--- src/rtl/exec_unit_mc_pkg.sv ---
// Shared types and helpers for the multi-cycle execute stage: opcodes, FSM states,
// the single-cycle ALU and one step of the shift-add / restoring-divide iteration.
package exec_unit_mc_pkg;

  localparam int unsigned WIDTH = 8;
  localparam int unsigned AW    = 3;
  localparam int unsigned ITER  = WIDTH;
  localparam int unsigned CNT_W = 4;

  typedef enum logic [2:0] {
    OP_ADD  = 3'd0,
    OP_SUB  = 3'd1,
    OP_AND  = 3'd2,
    OP_OR   = 3'd3,
    OP_XOR  = 3'd4,
    OP_SLTU = 3'd5,
    OP_MUL  = 3'd6,
    OP_DIVU = 3'd7
  } op_e;

  typedef enum logic [1:0] {
    S_IDLE = 2'd0,
    S_ITER = 2'd1,
    S_WB   = 2'd2
  } state_e;

  typedef struct packed {
    logic [WIDTH-1:0] res;
    logic             carry;
    logic             dz;
  } alu_res_t;

  // Single-cycle ops; DIVU only reaches here when the divisor is zero.
  function automatic alu_res_t alu_f(input op_e op, input logic [WIDTH-1:0] a,
                                     input logic [WIDTH-1:0] b);
    alu_res_t        r;
    logic [WIDTH:0]  sum;
    logic [WIDTH:0]  diff;
    r    = '0;
    sum  = {1'b0, a} + {1'b0, b};
    diff = {1'b0, a} - {1'b0, b};
    case (op)
      OP_ADD:  begin r.res = sum[WIDTH-1:0];  r.carry = sum[WIDTH];  end
      OP_SUB:  begin r.res = diff[WIDTH-1:0]; r.carry = diff[WIDTH]; end
      OP_AND:  r.res = a & b;
      OP_OR:   r.res = a | b;
      OP_XOR:  r.res = a ^ b;
      OP_SLTU: r.res = WIDTH'(diff[WIDTH]);
      OP_DIVU: begin r.res = '1; r.dz = 1'b1; end
      default: r = '0;
    endcase
    return r;
  endfunction

  // acc = {hi, lo}: MUL keeps {partial product, multiplier}, DIVU keeps {remainder, quotient}.
  function automatic logic [2*WIDTH-1:0] iter_step(input logic is_div,
                                                   input logic [2*WIDTH-1:0] acc,
                                                   input logic [WIDTH-1:0] opnd);
    logic [WIDTH:0]   sum;
    logic [2*WIDTH:0] full;
    logic [WIDTH:0]   rem_sh;
    logic [WIDTH:0]   trial;
    logic [2*WIDTH-1:0] r;
    sum    = {1'b0, acc[2*WIDTH-1:WIDTH]} + (acc[0] ? {1'b0, opnd} : '0);
    full   = {sum, acc[WIDTH-1:0]};
    rem_sh = {acc[2*WIDTH-1:WIDTH], acc[WIDTH-1]};
    trial  = rem_sh - {1'b0, opnd};
    if (!is_div) begin
      r = full[2*WIDTH:1];
    end else if (!trial[WIDTH]) begin
      r = {trial[WIDTH-1:0], acc[WIDTH-2:0], 1'b1};
    end else begin
      r = {rem_sh[WIDTH-1:0], acc[WIDTH-2:0], 1'b0};
    end
    return r;
  endfunction

endpackage

--- src/rtl/exec_unit_mc_mul_div_iter.sv ---
// Iterative MUL/DIVU engine: one shared accumulator/shift register and an iteration counter.
// The first step is folded into the load so the answer is ready after ITER cycles.
module exec_unit_mc_mul_div_iter
  import exec_unit_mc_pkg::*;
(
  input  logic             clk,
  input  logic             rst,
  input  logic             load_i,
  input  logic             is_div_i,
  input  logic [WIDTH-1:0] a_i,
  input  logic [WIDTH-1:0] b_i,
  output logic             done_o,
  output logic [WIDTH-1:0] result_o,
  output logic             hi_nz_o
);

  logic [2*WIDTH-1:0] acc_q, acc_d;
  logic [WIDTH-1:0]   opnd_q, opnd_d;
  logic               is_div_q, is_div_d;
  logic [CNT_W-1:0]   cnt_q, cnt_d;
  logic               done_q, done_d;
  logic               hi_nz_q, hi_nz_d;

  always_comb begin
    acc_d    = acc_q;
    opnd_d   = opnd_q;
    is_div_d = is_div_q;
    cnt_d    = cnt_q;
    done_d   = done_q;
    if (load_i) begin
      is_div_d = is_div_i;
      opnd_d   = is_div_i ? b_i : a_i;
      acc_d    = iter_step(is_div_i, {WIDTH'(0), (is_div_i ? a_i : b_i)},
                           (is_div_i ? b_i : a_i));
      cnt_d    = CNT_W'(ITER - 1);
      done_d   = 1'b0;
    end else if (cnt_q != '0) begin
      acc_d  = iter_step(is_div_q, acc_q, opnd_q);
      cnt_d  = cnt_q - CNT_W'(1);
      done_d = (cnt_q == CNT_W'(1));
    end
    hi_nz_d = |acc_d[2*WIDTH-1:WIDTH];
  end

  always_ff @(posedge clk or negedge rst) begin
    if (!rst) begin
      acc_q    <= '0;
      opnd_q   <= '0;
      is_div_q <= 1'b0;
      cnt_q    <= '0;
      done_q   <= 1'b0;
      hi_nz_q  <= 1'b0;
    end else begin
      acc_q    <= acc_d;
      opnd_q   <= opnd_d;
      is_div_q <= is_div_d;
      cnt_q    <= cnt_d;
      done_q   <= done_d;
      hi_nz_q  <= hi_nz_d;
    end
  end

  assign done_o   = done_q;
  assign result_o = acc_q[WIDTH-1:0];
  assign hi_nz_o  = hi_nz_q;

endmodule

--- src/rtl/exec_unit_mc.sv ---
// Multi-cycle execute stage feeding the register bank write-back port.
// FSM, single-cycle ALU, and registered write-back / status flags.
module exec_unit_mc
  import exec_unit_mc_pkg::*;
(
  input  logic             clk,
  input  logic             rst,
  input  logic             start,
  input  logic [2:0]       op,
  input  logic [WIDTH-1:0] src_a,
  input  logic [WIDTH-1:0] src_b,
  input  logic [AW-1:0]    dst,
  output logic             busy,
  output logic [WIDTH-1:0] wd3,
  output logic [AW-1:0]    wa3,
  output logic             we3,
  output logic             flag_z,
  output logic             flag_c,
  output logic             flag_dz
);

  state_e           state_q, state_d;
  op_e              op_q, op_d;
  logic [AW-1:0]    dst_q, dst_d;
  logic             busy_q, busy_d;
  logic [WIDTH-1:0] wd3_q, wd3_d;
  logic [AW-1:0]    wa3_q, wa3_d;
  logic             we3_q, we3_d;
  logic             flag_z_q, flag_z_d;
  logic             flag_c_q, flag_c_d;
  logic             flag_dz_q, flag_dz_d;

  op_e              op_c;
  alu_res_t         alu_c;
  logic             long_op_c;
  logic             load_c;
  logic             iter_done;
  logic             iter_hi_nz;
  logic [WIDTH-1:0] iter_result;

  assign op_c      = op_e'(op);
  assign alu_c     = alu_f(op_c, src_a, src_b);
  assign long_op_c = (op_c == OP_MUL) || ((op_c == OP_DIVU) && (src_b != '0));

  exec_unit_mc_mul_div_iter u_iter (
    .clk      (clk),
    .rst      (rst),
    .load_i   (load_c),
    .is_div_i (op_c == OP_DIVU),
    .a_i      (src_a),
    .b_i      (src_b),
    .done_o   (iter_done),
    .result_o (iter_result),
    .hi_nz_o  (iter_hi_nz)
  );

  // Write-back registers are loaded on the edge entering WB so we3 is high during WB.
  always_comb begin
    state_d   = state_q;
    op_d      = op_q;
    dst_d     = dst_q;
    busy_d    = busy_q;
    wd3_d     = wd3_q;
    wa3_d     = wa3_q;
    we3_d     = 1'b0;
    flag_z_d  = flag_z_q;
    flag_c_d  = flag_c_q;
    flag_dz_d = flag_dz_q;
    load_c    = 1'b0;
    case (state_q)
      S_IDLE: begin
        if (start) begin
          busy_d = 1'b1;
          op_d   = op_c;
          dst_d  = dst;
          if (long_op_c) begin
            load_c  = 1'b1;
            state_d = S_ITER;
          end else begin
            state_d   = S_WB;
            wd3_d     = alu_c.res;
            wa3_d     = dst;
            we3_d     = (dst != '0);
            flag_z_d  = (alu_c.res == '0);
            flag_c_d  = alu_c.carry;
            flag_dz_d = alu_c.dz;
          end
        end
      end
      S_ITER: begin
        if (iter_done) begin
          state_d   = S_WB;
          wd3_d     = iter_result;
          wa3_d     = dst_q;
          we3_d     = (dst_q != '0);
          flag_z_d  = (iter_result == '0);
          flag_c_d  = (op_q == OP_MUL) && iter_hi_nz;
          flag_dz_d = 1'b0;
        end
      end
      S_WB: begin
        state_d = S_IDLE;
        busy_d  = 1'b0;
      end
      default: begin
        state_d = S_IDLE;
        busy_d  = 1'b0;
      end
    endcase
  end

  always_ff @(posedge clk or negedge rst) begin
    if (!rst) begin
      state_q   <= S_IDLE;
      op_q      <= OP_ADD;
      dst_q     <= '0;
      busy_q    <= 1'b0;
      wd3_q     <= '0;
      wa3_q     <= '0;
      we3_q     <= 1'b0;
      flag_z_q  <= 1'b0;
      flag_c_q  <= 1'b0;
      flag_dz_q <= 1'b0;
    end else begin
      state_q   <= state_d;
      op_q      <= op_d;
      dst_q     <= dst_d;
      busy_q    <= busy_d;
      wd3_q     <= wd3_d;
      wa3_q     <= wa3_d;
      we3_q     <= we3_d;
      flag_z_q  <= flag_z_d;
      flag_c_q  <= flag_c_d;
      flag_dz_q <= flag_dz_d;
    end
  end

  assign busy    = busy_q;
  assign wd3     = wd3_q;
  assign wa3     = wa3_q;
  assign we3     = we3_q;
  assign flag_z  = flag_z_q;
  assign flag_c  = flag_c_q;
  assign flag_dz = flag_dz_q;

endmodule

--- config.mk ---
export PLATFORM = sky130hd
export DESIGN_NAME = exec_unit_mc
export DESIGN_NICKNAME = d
export VERILOG_FILES = /design/src/rtl/exec_unit_mc_pkg.sv /design/src/rtl/exec_unit_mc_mul_div_iter.sv /design/src/rtl/exec_unit_mc.sv
export SDC_FILE = /design/constraint.sdc
export NUM_CORES = 1
export LEC_CHECK = 0
export ABC_AREA = 1
export CORE_MARGIN = 8
export CORE_UTILIZATION = 48
export DETAILED_ROUTE_END_ITERATION = 7
export MAX_ROUTING_LAYER = met4
export PLACE_DENSITY = 0.68
export SETUP_SLACK_MARGIN = 0.05
export SYNTH_ARGS = -nofsm -noshare
export SYNTH_HDL_FRONTEND = slang
export SYNTH_SLANG_ARGS = --single-unit
--- constraint.sdc ---
create_clock -name clk -period 5.86 [get_ports clk]
set_input_delay 1.172 -clock clk [delete_from_list [all_inputs] [get_ports clk]]
set_output_delay 1.172 -clock clk [all_outputs]
set_load 0.05 [all_outputs]
# Word level (Yosys, flattened, before mapping)
# Index checks and enable logic that the tools add are counted.
# W data, S select, Z words.
totals:
  in_bits: 25
  register_bits: 55
  elab_cells: 108
  output_inout_bits: 16
op_classes:
  bitwise_logic: 4
  n_eq_ne: 13
  add_sub_neg: 6
  mux: 50
  reduce_logical: 18
op_table:
  columns: ["op", "n"]
  rows:
  - ["$mux W16", 6]
  - ["$mux W8", 7]
  - ["$pmux W8 S7", 1]
  - ["$mux W1", 19]
  - ["$logic_not A8 Y1", 2]
  - ["$pmux W8 S2", 1]
  - ["$eq A3 B3 Y1 const B", 5]
  - ["$pmux W1 S2", 6]
  - ["$add A8 B8 Y9", 1]
  - ["$add A8 B9 Y9", 1]
  - ["$mux W3", 3]
  - ["$sub A1 B8 Y9", 1]
  - ["$sub A8 B8 Y9", 1]
  - ["$sub A9 B8 Y9", 1]
  - ["$and A8 B8 Y8", 1]
  - ["$mux W4", 2]
  - ["$or A8 B8 Y8", 1]
  - ["$reduce_bool A8 Y1", 1]
  - ["$reduce_or A8 Y1", 1]
  - ["$xor A8 B8 Y8", 1]
  - ["$eq A3 B2 Y1 const B", 2]
  - ["$mux W2", 3]
  - ["$pmux W3 S2", 1]
  - ["$reduce_and A2 Y1", 3]
  - ["16 further kinds", 20]

# Longest topological paths before layout
logic_depth:
  depth_word: 8
  depth_mapped: 19
  ltp_nobuf: 18

# By module
# Synthesis repeated with hierarchy kept, for this count alone.
unflattened:
  hier_cells: 817
  area_unflattened_um2: 5295.1
by_module_without_submodules:
  columns: ["mod", "cells_each", "area_per_inst_um2", "instances"]
  rows:
  - ["exec_unit_mc_mul_div_iter", 466, 2977.9, 1]
  - ["exec_unit_mc", 351, 2317.2, 1]

# Least setup slack after synthesis
# Ideal clock, no wire load.
synth_path:
  path_kind: "input-to-reg"
  startpoint: "input port op[1]"
  endpoint: "register u_iter.hi_nz_q, in the netlist u_iter.hi_nz_o"
  required_ps: 5736
  t_arrival_ps: 2972
  setup_slack_ps: 2764
  path_buffers: 3
  path_stages: 18
  cell_sequence: "buf_6 > nand3_4 > buf_6 > buf_4 > o21ai_0 > ha_1 > inv_1 > ha_1 > nand3_1 > nor2_2 > nand2_2 > nor2_4 > nand2_2 > nand2_1 > nand3_1 > nand2_1 > nor2_1 > nand3_2"
synth_between:
  elab_chain_len: 8
  word_cells_on_any_way: 15
  cone_classes: "add/sub: 1; eq/ne: 2; mux: 9; reduce/logical: 3"
synth_lines:
  columns: ["element", "line", "source"]
  rows:
  - ["from (decl)", "exec_unit_mc.sv:9", "input logic [2:0] op,"]
  - ["branches (longest 6 deep; another with $sub A1 B8 Y9)", null, null]
  - ["$mux W16 *", "exec_unit_mc_mul_div_iter.sv:30", "if (load_i) begin"]
  - ["$reduce_or A8 Y1 *", "exec_unit_mc_mul_div_iter.sv:42", "hi_nz_d = |acc_d[2*WIDTH-1:WIDTH];"]
  - ["named net u_iter.hi_nz_d", "exec_unit_mc_mul_div_iter.sv:22", "logic hi_nz_q, hi_nz_d;"]
  - ["to (signal assigned)", "exec_unit_mc_mul_div_iter.sv:59", "hi_nz_q <= hi_nz_d;"]
  - ["to (decl)", "exec_unit_mc_mul_div_iter.sv:22", null]
# Mark *: on every way through the listed nets, which the timed path passes.
# A chain may end at the register's enable or synchronous reset.

# Worst setup path after layout
# Same ends and word-level chain as after synthesis.

==> impl_metrics.ini <==
[critical_path]
r2r-end = u_iter.hi_nz_o
ff2ff_path_depth = 16
critPathArrivalTime_ns = 3.96
r2r_slack_ns = 3.05
cp-end-kind = flop
start_kind = input pin
cp_slowest_cell = clkdlybuf4s50_1
critical_path_class = in -> reg
crit_required_ns = 6.07
cpMostUsedCell = nand3_1
cp_max_fo = 21
path_cells = clkdlybuf4s50_1 > nand3_4 > o21ai_0 > inv_1 > ha_1 > inv_1 > ha_1 > nand3_1 > nor2_2 > nand3_1 > nand3_1 > nand2_1 > nand3_1 > nand2_1 > nor2_1 > nand3_2
crit_family = simple AND/OR/NAND/NOR gates
critPathBufInv = 3
r2r_start = u_iter.acc_q[7]
critPathMaxStageDelay_ns = 0.85

[clock_tree]
post-cts-setup-buffers = 0
cts_tree = done
htree_levels = 2
path_clk_slew_ns = 0.11
clock_sinks = 55
cts_root_buf = clkbuf_8
clkLatencyLatePin_ns = 0.34
cts_buffers = 5
ctsHoldBuffers = 0
post_cts_resize_count = 0
cts_max_path_buffers = 2

[global_route]
grt_pass1_wl_um = 25200
antenna_found_initial = 0
grt_max_degree = 56
grtUsageTotal = 0.224
gr-total-overflow = 0
grt_pass1_vias = 4988

[timing]
slew_headroom = 0.448
slew_violations = 0
max_freq_mhz = 267
skew_ns = 0.0164
hold_viol = 0
setup_tns_ns = 0
period_needed_ns = 3.75
finalCritPeriodShare = 0.640
tightest_slew_ns = 0.828
setup_viol = 0
rsz0062_at_grt = false

[run_status]
status = finished clean

[die]
coreArea_sq_mm = 0.0107
die_h_um = 120
die_w_um = 120
start_util = 0.483
io-pin-count = 41
row_count = 38
die-area_sq_mm = 0.0143

[logic_synthesis]
synthAdderAreaFrac = 0.125
muxShareOfSynthArea = 0
ys.flop_type = dfrtp_1
synth-edff-count = 0
ys_ff_latch = 55
async_flop_share = 1.00
synth_xor_area_frac = 0.0119
synth_compound_area_frac = 0.153
yosysWarnings = 0
syn_inst = 761
synth_top_family_by_area = simple AND/OR/NAND/NOR gates
synth-simple-area-share = 0.327
synth_area_per_cell_sq_um = 6.76
ys_types = 51
synth-seq-area-share = 0.267
syn_area_sq_mm = 0.00515
synth_nets = 835

[detailed_routing]
routed_wl_um = 15300
drc = 0
vias_per_cell = 5.44
drt_iter0_drc = 506
vias = 5052
antenna_left = 0
wl_per_cell_um = 16.4
first_pass_iters = 7

[power_and_ir_drop]
p_per_area_mw_per_mm2 = 511
peakVddDrop_uv = 283
p_leak_nw = 2.93
power_w = 0.00290

[final_layout]
nets = 861
drive_above_1_share = 0.0571
fillers = 1087
diodes = 0
area_growth_pct = 10.5

[place]
globalplace.congestion = 0.990
dp_hpwl_um = 12400
port_buffers = 40

[worst_hold_path]
hold_path_class = reg -> reg
hold_start = wd3[4]
hold_path_end = wd3[4]
min_path_cells = 2

[job]
drv_cap = 0
==> area by class of cell <==
class	instances	area [sq um]	share of cell area
clock buffer	6	72.6	0.0128
clock inverter	2	17.5	0.00308
inverter	118	459	0.0807
multi-input combinational	565	3180	0.558
sequential	55	1380	0.242
tap	140	175	0.0308
timing repair buffer	42	410	0.0722
==> cell usage in the layout, fill, tap and decap left out, types with 2 or more instances in the layout <==
master,count
and2_1,2
a41oi_1,2
nand3b_1,2
clkdlybuf4s50_1,39
fa_1,4
a31oi_1,7
o211ai_1,15
or2_1,2
clkbuf_8,5
clkinv_1,2
ha_1,45
inv_2,4
nor2_4,3
nand2_2,10
dfrtp_1,55
nor2_1,56
nand2_1,213
a21oi_1,46
inv_1,110
o21ai_1,4
xor2_1,2
clkinv_4,2
nand3_2,2
buf_4,2
o32ai_1,2
o21ai_0,36
nand4_1,14
nand3_1,55
nor2_2,4
a21oi_2,2
nor3_1,8
xnor2_1,5
o221ai_1,9
==> cells in the mapped netlist (all sizes together), types with 7 or more instances <==
cell type  count  share of area
clkbuf         9         0.0066
o211ai        16          0.024
nand4         14          0.017
nor3           9         0.0097
ha            45           0.11
a31oi          7         0.0085
o221ai         9          0.015
nand2        225           0.17
buf           14          0.020
o21ai         41          0.041
dfrtp         55           0.27
nand3         58          0.061
nor2          64          0.056
a21oi         48          0.048
inv          115          0.084
==> tightest hold or removal path: stages (launching register included) <==
cell	delay (ns)
dfrtp_1	0.36
nand2_1	0.05
o21ai_1	0.06
==> how the worst max path moves through the flow <==
stage | to | from | slack [ns] | depth (start not counted)
floorplan | u_iter.hi_nz_o | op[1] | 2.76 | 18
detailed placement | u_iter.hi_nz_o | op[1] | 1.80 | 16
finish | u_iter.hi_nz_o | op[1] | 2.11 | 16
global route | wa3[2] | op[2] | 1.81 | 10
CTS | u_iter.hi_nz_o | op[1] | 2.14 | 17
global placement | u_iter.hi_nz_o | op[1] | 1.89 | 16
==> metrics by stage <==
stage	hold slack, ns	setup WS [ns]	instance area (sq um)	instances	util
2_1_floorplan	0.452	2.76	5150	761	-
3_3_place_gp	0.473	1.89	5600	920	0.525
3_5_place_dp	0.472	1.80	5600	920	0.525
4_1_cts	0.499	2.14	5690	928	0.534
5_1_grt	0.528	1.81	5690	928	0.534
6_report	0.500	2.11	5690	928	0.534
==> sequential cells by signal, indices dropped and copies added, names as in the netlist, 2 cells and up <==
register       flops
op_q               3
dst_q              3
u_iter.acc_q      16
u_iter.cnt_q       4
wd3                8
u_iter.opnd_q      8
wa3                3
state_q            2
==> power by group <==
part	internal, W	total, W	switching (W)
logic	0.000684	0.00192	0.00124
clock network	0.0000862	0.000221	0.000135
registers	0.000566	0.000759	0.000193
total	0.00134	0.00290	0.00157
==> layer usage <==
metal | GRT usage | vias to the layer above | part of all wire
met4 | 0.0757 | 0 | 0.025
li1 | - | 2531 | -
met2 | 0.325 | 166 | 0.43
met3 | 0.0470 | 26 | 0.067
met1 | 0.303 | 2329 | 0.47
met5 | - | - | 0
==> logic make-up after synthesis <==
kind of cell / Yosys count
fa+ha+maj: 49
compound gates: 131
buf+inv: 141
flops: 55
simple gates: 378
xor+xnor: 7
Note: power is estimated with default switching activity, not from simulation.
